<file path="src/rtl/video_timing_detect.sv">
// video_timing_detect: recovers pixel/line position and geometry from raw hs/vs/hb/vb and reports lock
//   clk, reset_n        pixel clock, asynchronous active-low reset
//   hs, vs              syncs, active low
//   hb, vb              blanks, active high
//   hcount, vcount      recovered pixel / line index (0 = first active)
//   h_total, h_active   clocks per line, clocks per line with hb low
//   v_total, v_active   lines per frame, active lines per frame
//   frame               one-clock pulse per vs fall
//   locked, err         timing stable, one-clock pulse on mismatch/timeout while locked
module video_timing_detect #(
  parameter int W = 9,
  parameter int LOCK_FRAMES = 2
) (
  input  logic         clk,
  input  logic         reset_n,
  input  logic         hs,
  input  logic         vs,
  input  logic         hb,
  input  logic         vb,
  output logic [W-1:0] hcount,
  output logic [W-1:0] vcount,
  output logic [W-1:0] h_total,
  output logic [W-1:0] h_active,
  output logic [W-1:0] v_total,
  output logic [W-1:0] v_active,
  output logic         frame,
  output logic         locked,
  output logic         err
);
  localparam int MW = $clog2(LOCK_FRAMES + 1);
  localparam logic [W-1:0] MAX = '1;
  localparam logic [W-1:0] ONE = W'(1);
  typedef enum logic {UNLOCKED, LOCKED} state_t;
  state_t state;
  logic hs_d, vs_d, hb_d, vb_d, pending, h_stable;
  logic [W-1:0] hs_cnt, hb_low_cnt, line_cnt, act_cnt;
  logic [MW-1:0] match_cnt, match_nxt;
  logic hs_fall, vs_fall, hb_fall, hb_rise, vb_fall, vb_rise;
  logic h_chg, v_chg, h_ok, timeout;

  function automatic logic [W-1:0] sat(input logic [W-1:0] x);
    return x == MAX ? x : x + ONE;
  endfunction

  assign hs_fall = hs_d & ~hs;
  assign vs_fall = vs_d & ~vs;
  assign hb_fall = hb_d & ~hb;
  assign hb_rise = ~hb_d & hb;
  assign vb_fall = vb_d & ~vb;
  assign vb_rise = ~vb_d & vb;
  assign h_chg = hs_fall && hs_cnt != h_total;
  assign v_chg = vs_fall && line_cnt != v_total;
  // a line ending on the vs fall itself still belongs to the frame being judged
  assign h_ok = h_stable && !h_chg;
  assign match_nxt = (h_ok && !v_chg) ? match_cnt + MW'(1) : MW'(1);
  // fires once, on the clock hs_cnt steps into saturation
  assign timeout = !hs_fall && hs_cnt == MAX - ONE;

  always_ff @(posedge clk or negedge reset_n) begin
    if (!reset_n) begin
      {hs_d, vs_d, hb_d, vb_d} <= 4'hf;
      {hcount, vcount, h_total, h_active, v_total, v_active} <= '0;
      {hs_cnt, hb_low_cnt, line_cnt, act_cnt} <= '0;
      {frame, locked, err, pending, h_stable} <= '0;
      match_cnt <= '0;
      state <= UNLOCKED;
    end else begin
      {hs_d, vs_d, hb_d, vb_d} <= {hs, vs, hb, vb};
      hcount <= hb_fall ? '0 : sat(hcount);
      hs_cnt <= hs_fall ? ONE : sat(hs_cnt);
      if (hs_fall) h_total <= hs_cnt;
      if (hb_rise) h_active <= hb_low_cnt;
      hb_low_cnt <= hb_rise ? '0 : (!hb ? sat(hb_low_cnt) : hb_low_cnt);
      // a vb fall coinciding with an hb fall arms pending; vcount resets on the next hb fall
      pending <= vb_fall ? 1'b1 : (hb_fall ? 1'b0 : pending);
      if (hb_fall) vcount <= (pending && !vb_fall) ? '0 : sat(vcount);
      // an hs fall on the vs fall opens the first line of the new frame
      line_cnt <= vs_fall ? (hs_fall ? ONE : '0) : (hs_fall ? sat(line_cnt) : line_cnt);
      if (vs_fall) v_total <= line_cnt;
      frame <= vs_fall;
      if (vb_rise) v_active <= act_cnt;
      act_cnt <= vb_rise ? '0 : ((hb_fall && !vb) ? sat(act_cnt) : act_cnt);
      h_stable <= vs_fall ? 1'b1 : (h_chg ? 1'b0 : h_stable);
      err <= 1'b0;
      if (timeout) begin
        err <= state == LOCKED;
        locked <= 1'b0;
        match_cnt <= '0;
        state <= UNLOCKED;
      end else if (state == UNLOCKED) begin
        if (vs_fall) begin
          match_cnt <= match_nxt;
          if (match_nxt >= MW'(LOCK_FRAMES)) begin
            locked <= 1'b1;
            state <= LOCKED;
          end
        end
      end else if (h_chg || v_chg) begin
        err <= 1'b1;
        locked <= 1'b0;
        match_cnt <= '0;
        state <= UNLOCKED;
      end
    end
  end
endmodule
</file>
<file path="config.mk">
export PLATFORM = sky130hd
export DESIGN_NAME = video_timing_detect
export DESIGN_NICKNAME = d
export VERILOG_FILES = /design/src/rtl/video_timing_detect.sv
export SDC_FILE = /design/constraint.sdc
export NUM_CORES = 1
export LEC_CHECK = 0
export CORE_AREA = 2 2 108 110
export CTS_BUF_LIST = sky130_fd_sc_hd__clkbuf_8
export DETAILED_ROUTE_END_ITERATION = 12
export DIE_AREA = 0 0 110 112
export HOLD_SLACK_MARGIN = 0.1
export MAX_ROUTING_LAYER = met4
export PLACE_DENSITY = 0.64
export SETUP_SLACK_MARGIN = 0.5
export SLEW_MARGIN = 5
export SYNTH_ARGS = -nofsm -noshare
export SYNTH_HDL_FRONTEND = slang
export SYNTH_SLANG_ARGS = --single-unit
</file>
<file path="constraint.sdc">
create_clock -name clk -period 3 [get_ports clk]
set_input_delay 0.6 -clock clk [delete_from_list [all_inputs] [get_ports clk]]
set_output_delay 0.6 -clock clk [all_outputs]
set_load 0.05 [all_outputs]
</file>
# Word level (Yosys, flattened, before mapping)
# Cells that the tools add are included.
[totals]
ff_bits = 102
latchBits = 0
ramBits = 0
romBits = 0
inputBits = 6
output_inout_bits = 57
elab_cells = 121
memories = 0
[classes]
add_sub_neg = 7
mul = 0
div_mod_pow = 0
magnitude_cmp = 1
n_eq_ne = 17
shift = 0
n_mux = 38
bitwise_logic = 12
n_reduce_logical = 25
[op_table]
columns = ["cell", "n"]
rows = [
  ["two-way mux 9 bit", 15],
  ["== test 9 bit (second input constant)", 7],
  ["adder 9 x 1 -> 9 bit (second input constant)", 6],
  ["two-way mux 1 bit", 18],
  ["!= test 9 bit", 2],
  ["!= test 2 bit (second input constant)", 6],
  ["two-way mux 2 bit", 5],
  ["AND reduction 2 bit", 5],
  ["nonzero test 2 bit", 4],
  ["logical AND 1 bit", 7],
  ["bitwise AND 1 bit", 6],
  ["NOT 1 bit", 6],
  ["nonzero test 3 bit", 2],
  ["zero test 1 bit", 5],
  ["!= test 3 x 1 -> 1 bit (second input constant)", 1],
  ["AND reduction 3 bit", 1],
  ["adder 2 x 1 -> 2 bit (second input constant)", 1],
  ["greater-or-equal comparator 2 bit (second input constant)", 1],
  ["!= test 2 x 1 -> 1 bit (second input constant)", 1],
  ["logical OR 1 bit", 1],
]

# Longest topological paths before layout
# Gate-level depths: netlist of the first run.
[logic_depth]
word_depth = 12
ltp_mapped = 9
depth_no_buf = 9

# Worst setup path after synthesis of the first run
# No wires, ideal clock.
[synth_path]
kind = "reg2reg"
start = "register act_cnt[0]"
end = "register act_cnt[5]"
arrival_ns = 2.078
required_time_ns = 2.868
path_slack_ns = 0.790
path_stages_with_launch = 10
n_path_buf = 0
period_less_slack_ns = 2.210
path_cell_list = "dfrtp_1 > ha_1 > and3_1 > and3_1 > ha_1 > nor4b_4 > and4_1 > nand3_1 > xor2_1 > nor2_1"
[synth_between]
elab_chain_cells = 4
elab_cells_between_ends = 7
classes_between = "add/sub: 1; eq/ne: 2; mux: 3; reduce/logical: 1"
[synth_lines]
columns = ["element", "line_no", "source"]
rows = [
  ["from (decl)", "36", "logic [W-1:0] hs_cnt, hb_low_cnt, line_cnt, act_cnt;"],
  ["from (signal assigned)", "82", "act_cnt <= vb_rise ? '0 : ((hb_fall && !vb) ? sat(act_cnt) : act_cnt);"],
  ["adder 9 x 1 -> 9 bit", "42", "return x == MAX ? x : x + ONE;"],
  ["two-way mux 9 bit", "42", ""],
  ["two-way mux 9 bit (2 in a row)", "82", ""],
]
# Parallel ways exist; a longest one is shown, timed or not. The select of a mux whose other input is x is not followed.
# A chain may end at the register's enable or synchronous reset.

# Final worst setup path of the first run
[layout_path]
start = "register vcount[4]"
end = "output port vcount[4]"
[layout_lines]
columns = ["element", "line_no", "source"]
rows = [
  ["from (decl)", "21", "output logic [W-1:0] vcount,"],
  ["from (signal assigned)", "76", "if (hb_fall) vcount <= (pending && !vb_fall) ? '0 : sat(vcount);"],
]
# No word-level cell between the ends.

==> results.py, run 1 <==
metrics = {
    "grt": {
        "grt_pass1_vias": 3545,
        "grt_pass1_wl_mm": 16.4,
        "grt_max_degree": 47,
        "grt_usage": 0.173,
        "grt_overflow": 0,
        "antenna_found_initial": 0,
    },
    "worst_setup_path": {
        "crit_cells": 1,
        "path_buf_inv": 1,
        "reg2reg_to": "act_cnt[5]$_DFFE_PN0P_",
        "critPathTopFamily": "buffers and inverters",
        "cp-start-kind": "flop",
        "reg2reg_slack_ns": 0.72,
        "critical_path.max_fanout": 8,
        "cp.arrival_ns": 1.69,
        "critPathCaptureType": "output port",
        "worst_path_max_delay_cell": "clkdlybuf4s50_1",
        "cp.required_ns": 2.40,
        "cp_cell_sequence": "clkdlybuf4s50_1",
        "cp-startpoint": "vcount[4]$_DFFE_PN0P_",
        "worstReg2RegStart": "act_cnt[0]$_DFFE_PN0P_",
        "crit_end": "vcount[4]",
        "slowest_delay_ns": 0.85,
        "rr_worst_depth": 10,
        "critPathKind": "reg2out",
    },
    "sta": {
        "layout_setup_ws_ns": 0.712,
        "skew_ns": 0.0147,
        "min_period_over_period": 0.763,
        "slew_headroom": 0.601,
        "hold_viol_final": 0,
        "setup_viol": 0,
        "slew_viol_final": 0,
        "rsz0062_at_grt": "false",
        "max_freq_mhz": 437,
        "setup_tns_ns": 0,
        "period_needed_ns": 2.29,
        "tightestPinTransition_ns": 0.599,
    },
    "yosys": {
        "synth.top_cell.area_share": 0.508,
        "syn_area_per_cell_sq_um": 9.76,
        "synth.distinct_cells": 52,
        "synth_edf_count": 0,
        "syn_inst": 495,
        "synth_flop_cell": "dfrtp_1",
        "synth_common_cells": "nand2_1, dfrtp_1, nor2_1",
        "postSynthNetCount": 514,
        "yosysSeqAreaShare": 0.529,
        "yosysMostFrequentCell": "nand2_1",
        "ys_seq_elements": 102,
        "synth_area_sq_um": 4830,
        "yosys.area.top_type": "dfrtp_1",
        "synth.area.top_cells": "dfrtp_1, nand2_1, xor2_1",
        "synth_warnings": 0,
        "synthArstFlopShare": 1.00,
    },
    "die": {
        "num_rows": 39,
        "core_sq_um": 11200,
        "die_h_um": 112,
        "initial_core_util": 0.432,
        "io_pins": 63,
        "die_area_sq_um": 12300,
        "die_w_um": 110,
    },
    "clock_network": {
        "cts_sinks": 102,
        "clk_latency_ns": 0.38,
        "cts_tree": "built",
        "cts_htree_levels": 3,
        "cts-buffers-inserted": 9,
        "root_buffer": "clkbuf_8",
        "cts_hold_buf": 0,
        "cts_resized": 0,
        "path_clk_slew_ns": 0.09,
        "cts_setup_buffers": 0,
        "cts_buffer_depth": 2,
    },
    "power_and_ir_drop": {
        "p_per_area_nw_per_um2": 593,
        "irDropWorstVdd_uv": 250,
        "p_leak_uw": 0.00283,
        "p_total_uw": 3450,
    },
    "detailed_routing": {
        "routedWlPerCell_um": 13.5,
        "drt_iter0_drc": 152,
        "ant_nets": 0,
        "drc": 0,
        "num_vias": 3599,
        "firstDrtPassIters": 4,
        "wirelength_mm": 9.57,
        "vias_per_cell": 5.07,
    },
    "placed_design": {
        "dp_hpwl_mm": 6.83,
        "gp_congestion": 0.811,
        "dp.cells": 694,
        "place_ws_ns": 0.536,
        "portBuffers": 62,
    },
    "final_layout": {
        "area_growth_syn_to_layout_pct": 20.5,
        "diodes": 0,
        "fill_cells": 1040,
        "fin_nets": 581,
        "drive_gt1_frac": 0.0847,
        "stdcell_count": 710,
    },
    "flow_run": {
        "cap_violations": 0,
    },
    "status": {
        "status": "complete, no violations",
    },
    "min_path": {
        "hold_path.class": "in2async",
    },
}
## registers in the layout (all words and copies together), names as in the netlist, 2 cells and up
name	flops
hs_cnt	9
h_total	9
h_active	9
line_cnt	9
hcount	9
act_cnt	9
v_total	9
hb_low_cnt	9
match_cnt	2
v_active	9
vcount	9
## worst min path at each step
| stage | from | end | slack, ns | depth (start not counted) |
|---|---|---|---|---|
| 2_1_floorplan | reset_n | act_cnt[0]$_DFFE_PN0P_ | 0.30 | 0 |
| 3_3_place_gp | pending$_DFFE_PN0P_ | pending$_DFFE_PN0P_ | 0.45 | 2 |
| 3_5_place_dp | pending$_DFFE_PN0P_ | pending$_DFFE_PN0P_ | 0.46 | 2 |
| 4_1_cts | reset_n | hcount[6]$_DFFE_PN0P_ | 0.23 | 1 |
| 5_1_grt | reset_n | hcount[5]$_DFFE_PN0P_ | 0.25 | 1 |
| 6_report | reset_n | hcount[5]$_DFFE_PN0P_ | 0.23 | 1 |
## placed cells by master (no fill, tap or decap), types with 3 or more instances in the layout
master           instances
inv_1                   11
a21oi_1                 10
nand2_1                137
buf_4                   10
dfrtp_1                 98
nand4_1                  9
or3_1                    3
nor3_1                   3
ha_1                    13
nor4_2                   3
nand2b_1                 5
mux2i_1                  4
xor2_1                  37
clkdlybuf4s50_1         61
xnor2_1                  6
dfstp_2                  4
nor2_1                  43
and3_1                   8
a22o_1                   4
clkbuf_8                 9
o21ai_0                 29
nand3_1                 16
nor2b_1                  4
## cell type report
class / instances / area [sq um] / share of cell area
Multi-Input combinational cell: 370 / 2180 / 0.374
Clock inverter: 7 / 53.8 / 0.00924
Tap cell: 143 / 179 / 0.0307
Timing Repair Buffer: 72 / 706 / 0.121
Clock buffer: 9 / 124 / 0.0213
Sequential cell: 102 / 2560 / 0.439
Inverter: 7 / 26.3 / 0.00451
## cells by family (layout without fill, tap and decap cells)
logic type	after synthesis	after routing	share of synthesized area
buffers and inverters	23	95	0.0210
adders and majority gates	13	13	0.0337
muxes	5	5	0.0106
AOI/OAI and AO/OA	55	55	0.0728
xor gates and xnor gates	43	43	0.0779
DFF	102	102	0.529
and+or+nand+nor	254	254	0.255
## power by group
group	internal (uW)	switching [uW]	total, uW
logic	346	591	937
registers	1520	177	1700
clock network	370	447	817
## metal layers
| metal | wire length [um] | vias up | share of wire | track usage |
|---|---|---|---|---|
| li1 | - | 1786 | - | - |
| met3 | 371 | 15 | 0.039 | 0.0422 |
| met5 | 0 | - | 0 | - |
| met1 | 4690 | 1743 | 0.49 | 0.231 |
| met2 | 4340 | 55 | 0.45 | 0.258 |
| met4 | 174 | 0 | 0.018 | 0.0582 |
## stage by stage
stage	utilization	cell area, sq um	hold WS [ns]
2_1_floorplan	-	4830	0.304
3_3_place_gp	0.505	5640	0.452
3_5_place_dp	0.505	5640	0.457
4_1_cts	0.521	5820	0.234
5_1_grt	0.521	5820	0.251
6_report	0.521	5820	0.225
Note: power is estimated with default switching activity, not from simulation.
==> run 2: changes to the inputs <==
PLACE_DENSITY = 0.67   (was 0.64)
clock period = 2.1 ns   (was 3 ns; I/O delays follow)
==> results.py, run 2 (synthesized netlist as in run 1, its figures left out) <==
metrics = {
    "status": {
        "status": "complete, no violations",
    },
    "power_and_ir_drop": {
        "p_seq_frac": 0.416,
        "internal-power_uw": 3780,
        "combPwrFrac": 0.324,
        "irDropWorstVdd_uv": 464,
        "swShare": 0.347,
        "p_leak_uw": 0.00333,
        "p_per_area_nw_per_um2": 827,
        "switchingPower_uw": 2010,
        "clkPwrFrac": 0.259,
    },
    "worst_setup_path": {
        "critPathCaptureType": "flop",
        "cp-start-kind": "flop",
        "slowest_delay_ns": 0.39,
        "cp.arrival_ns": 2.23,
        "critPathTopFamily": "simple AND/OR/NAND/NOR gates",
        "cp_cell_sequence": "ha_2 > and3_4 > and3_4 > ha_4 > nor4b_4 > and4_4 > nand3_2 > xor2_1 > nor2_1",
        "critical_path.max_fanout": 3,
        "critPathKind": "reg2reg",
        "worst_path_max_delay_cell": "dfrtp_1",
        "path_buf_inv": 0,
        "rr_worst_depth": 9,
        "path_common_cell": "and3_4",
        "crit_cells": 9,
        "cp.required_ns": 2.35,
    },
    "clock_network": {
        "cts_buffer_depth": 2,
        "root_buffer": "clkbuf_8",
        "cts_sinks": 102,
        "cts-buffers-inserted": 9,
        "cts_tree": "built",
        "path_clk_slew_ns": 0.10,
        "cts_htree_levels": 3,
        "clk_latency_ns": 0.36,
    },
    "placed_design": {
        "portBuffers": 62,
        "place_ws_ns": 0.0362,
        "dp.cells": 711,
        "gp_congestion": 0.793,
        "dp_hpwl_mm": 7.54,
    },
    "final_layout": {
        "fin_nets": 651,
        "fill_cells": 910,
        "drive_gt1_frac": 0.449,
        "final_common_cell": "nand2_1",
        "diodes": 0,
        "area_growth_syn_to_layout_pct": 45.0,
        "stdcell_count": 780,
        "final_cell_mix": "nand2_1, dfrtp_1, buf_4, nor2_1, xor2_1",
    },
    "die": {
        "die_area_sq_um": 12300,
        "num_rows": 39,
        "io_pins": 63,
        "die_h_um": 112,
        "initial_core_util": 0.432,
        "core_sq_um": 11200,
        "die_w_um": 110,
    },
    "sta": {
        "slew_headroom": 0.632,
        "setup_tns_ns": 0,
        "period_needed_ns": 1.98,
        "max_freq_mhz": 504,
        "holdWs_ns": 0.480,
        "rsz0062_at_grt": "true",
        "skew_ns": 0.00733,
        "slew_viol_final": 0,
        "min_period_over_period": 0.944,
        "tightestPinTransition_ns": 0.551,
        "layout_setup_ws_ns": 0.118,
        "setup_viol": 0,
        "hold_viol_final": 0,
    },
    "grt": {
        "grt_pass1_wl_mm": 19.4,
        "grt_max_degree": 46,
        "grt_overflow": 0,
        "antenna_found_initial": 0,
        "grt_usage": 0.203,
        "grt_pass1_vias": 4108,
    },
    "flow_run": {
        "cap_violations": 0,
    },
    "detailed_routing": {
        "drc": 0,
        "wirelength_mm": 11.8,
        "routedWlPerCell_um": 15.1,
        "ant_nets": 0,
        "num_vias": 4026,
        "vias_per_cell": 5.16,
        "drt_iter0_drc": 193,
        "firstDrtPassIters": 4,
    },
    "min_path": {
        "hold_path_depth": 2,
        "hold_path.class": "reg2reg",
    },
}
run 2: cell count changes in the layout (fill, tap and decap cells not counted), moves of 20 or more:
cell             before  now
clkdlybuf4s50_1      61    4
buf_4                10   65
clkdlybuf4s15_2       0   30
dfrtp_1              98   67
buf_2                 0   20
dfrtp_2               0   31
run 2: area by class of cell:
| cell class | count | area (sq um) | share of cell area |
|---|---|---|---|
| multi-input combinational | 370 | 2710 | 0.387 |
| clock inverter | 6 | 110 | 0.0157 |
| tap | 143 | 179 | 0.0255 |
| timing repair buffer | 142 | 1240 | 0.177 |
| sequential | 102 | 2600 | 0.371 |
| clock buffer | 10 | 138 | 0.0196 |
| inverter | 7 | 28.8 | 0.00411 |
run 2: tightest hold or removal path: cells and delay by family (launching register included):
family	cells	cell delay (ns)
flip-flops	1	0.35
AND/OR/NAND/NOR	2	0.11
run 2: final timing paths:
path	endpoint	slack, ns	startpoint
setup / recovery	act_cnt[7]$_DFFE_PN0P_	0.12	act_cnt[1]$_DFFE_PN0P_
hold / removal	pending$_DFFE_PN0P_	0.48	pending$_DFFE_PN0P_
setup reg to reg	act_cnt[7]$_DFFE_PN0P_	0.12	act_cnt[1]$_DFFE_PN0P_
hold reg to reg	pending$_DFFE_PN0P_	0.48	pending$_DFFE_PN0P_
max in group asynchronous	vb_d$_DFF_PN1_	0.93	reset_n
min in group asynchronous	match_cnt[1]$_DFFE_PN0P_	0.53	reset_n
run 2: timing repair:
action | in CTS | in global routing
pin swaps | 48 | 35
resized for setup | 229 | 77
hold endpoints to repair | 28 | 0
gates cloned | 0 | 0
endpoints found under the setup margin | 99 | 72
hold buffers | 1 | 0
setup buffers | 40 | 12
run 2: through the flow:
stage               area [sq um]  power (uW)   util
floorplan                   5080        3440      -
global placement            6010        3900  0.538
detailed placement          6010        3950  0.538
CTS                         6850        5720  0.613
global route                7000        6090  0.627
finish                      7000        5790  0.627
run 2: power by group through the flow:
stage / logic (uW) / registers (uW) / clock network (uW)
floorplan: 623 / 2820 / 0
global placement: 1450 / 2450 / 0
detailed placement: 1490 / 2460 / 0
CTS: 1780 / 2410 / 1530
global route: 2020 / 2440 / 1630
finish: 1880 / 2410 / 1500
run 2: per-layer routing:
layer	part of all wire	vias to the layer above	track usage
li1	-	1924	-
met2	0.51	73	0.319
met4	0.013	0	0.0667
met3	0.033	18	0.0310
met1	0.45	2011	0.268
met5	0	-	-
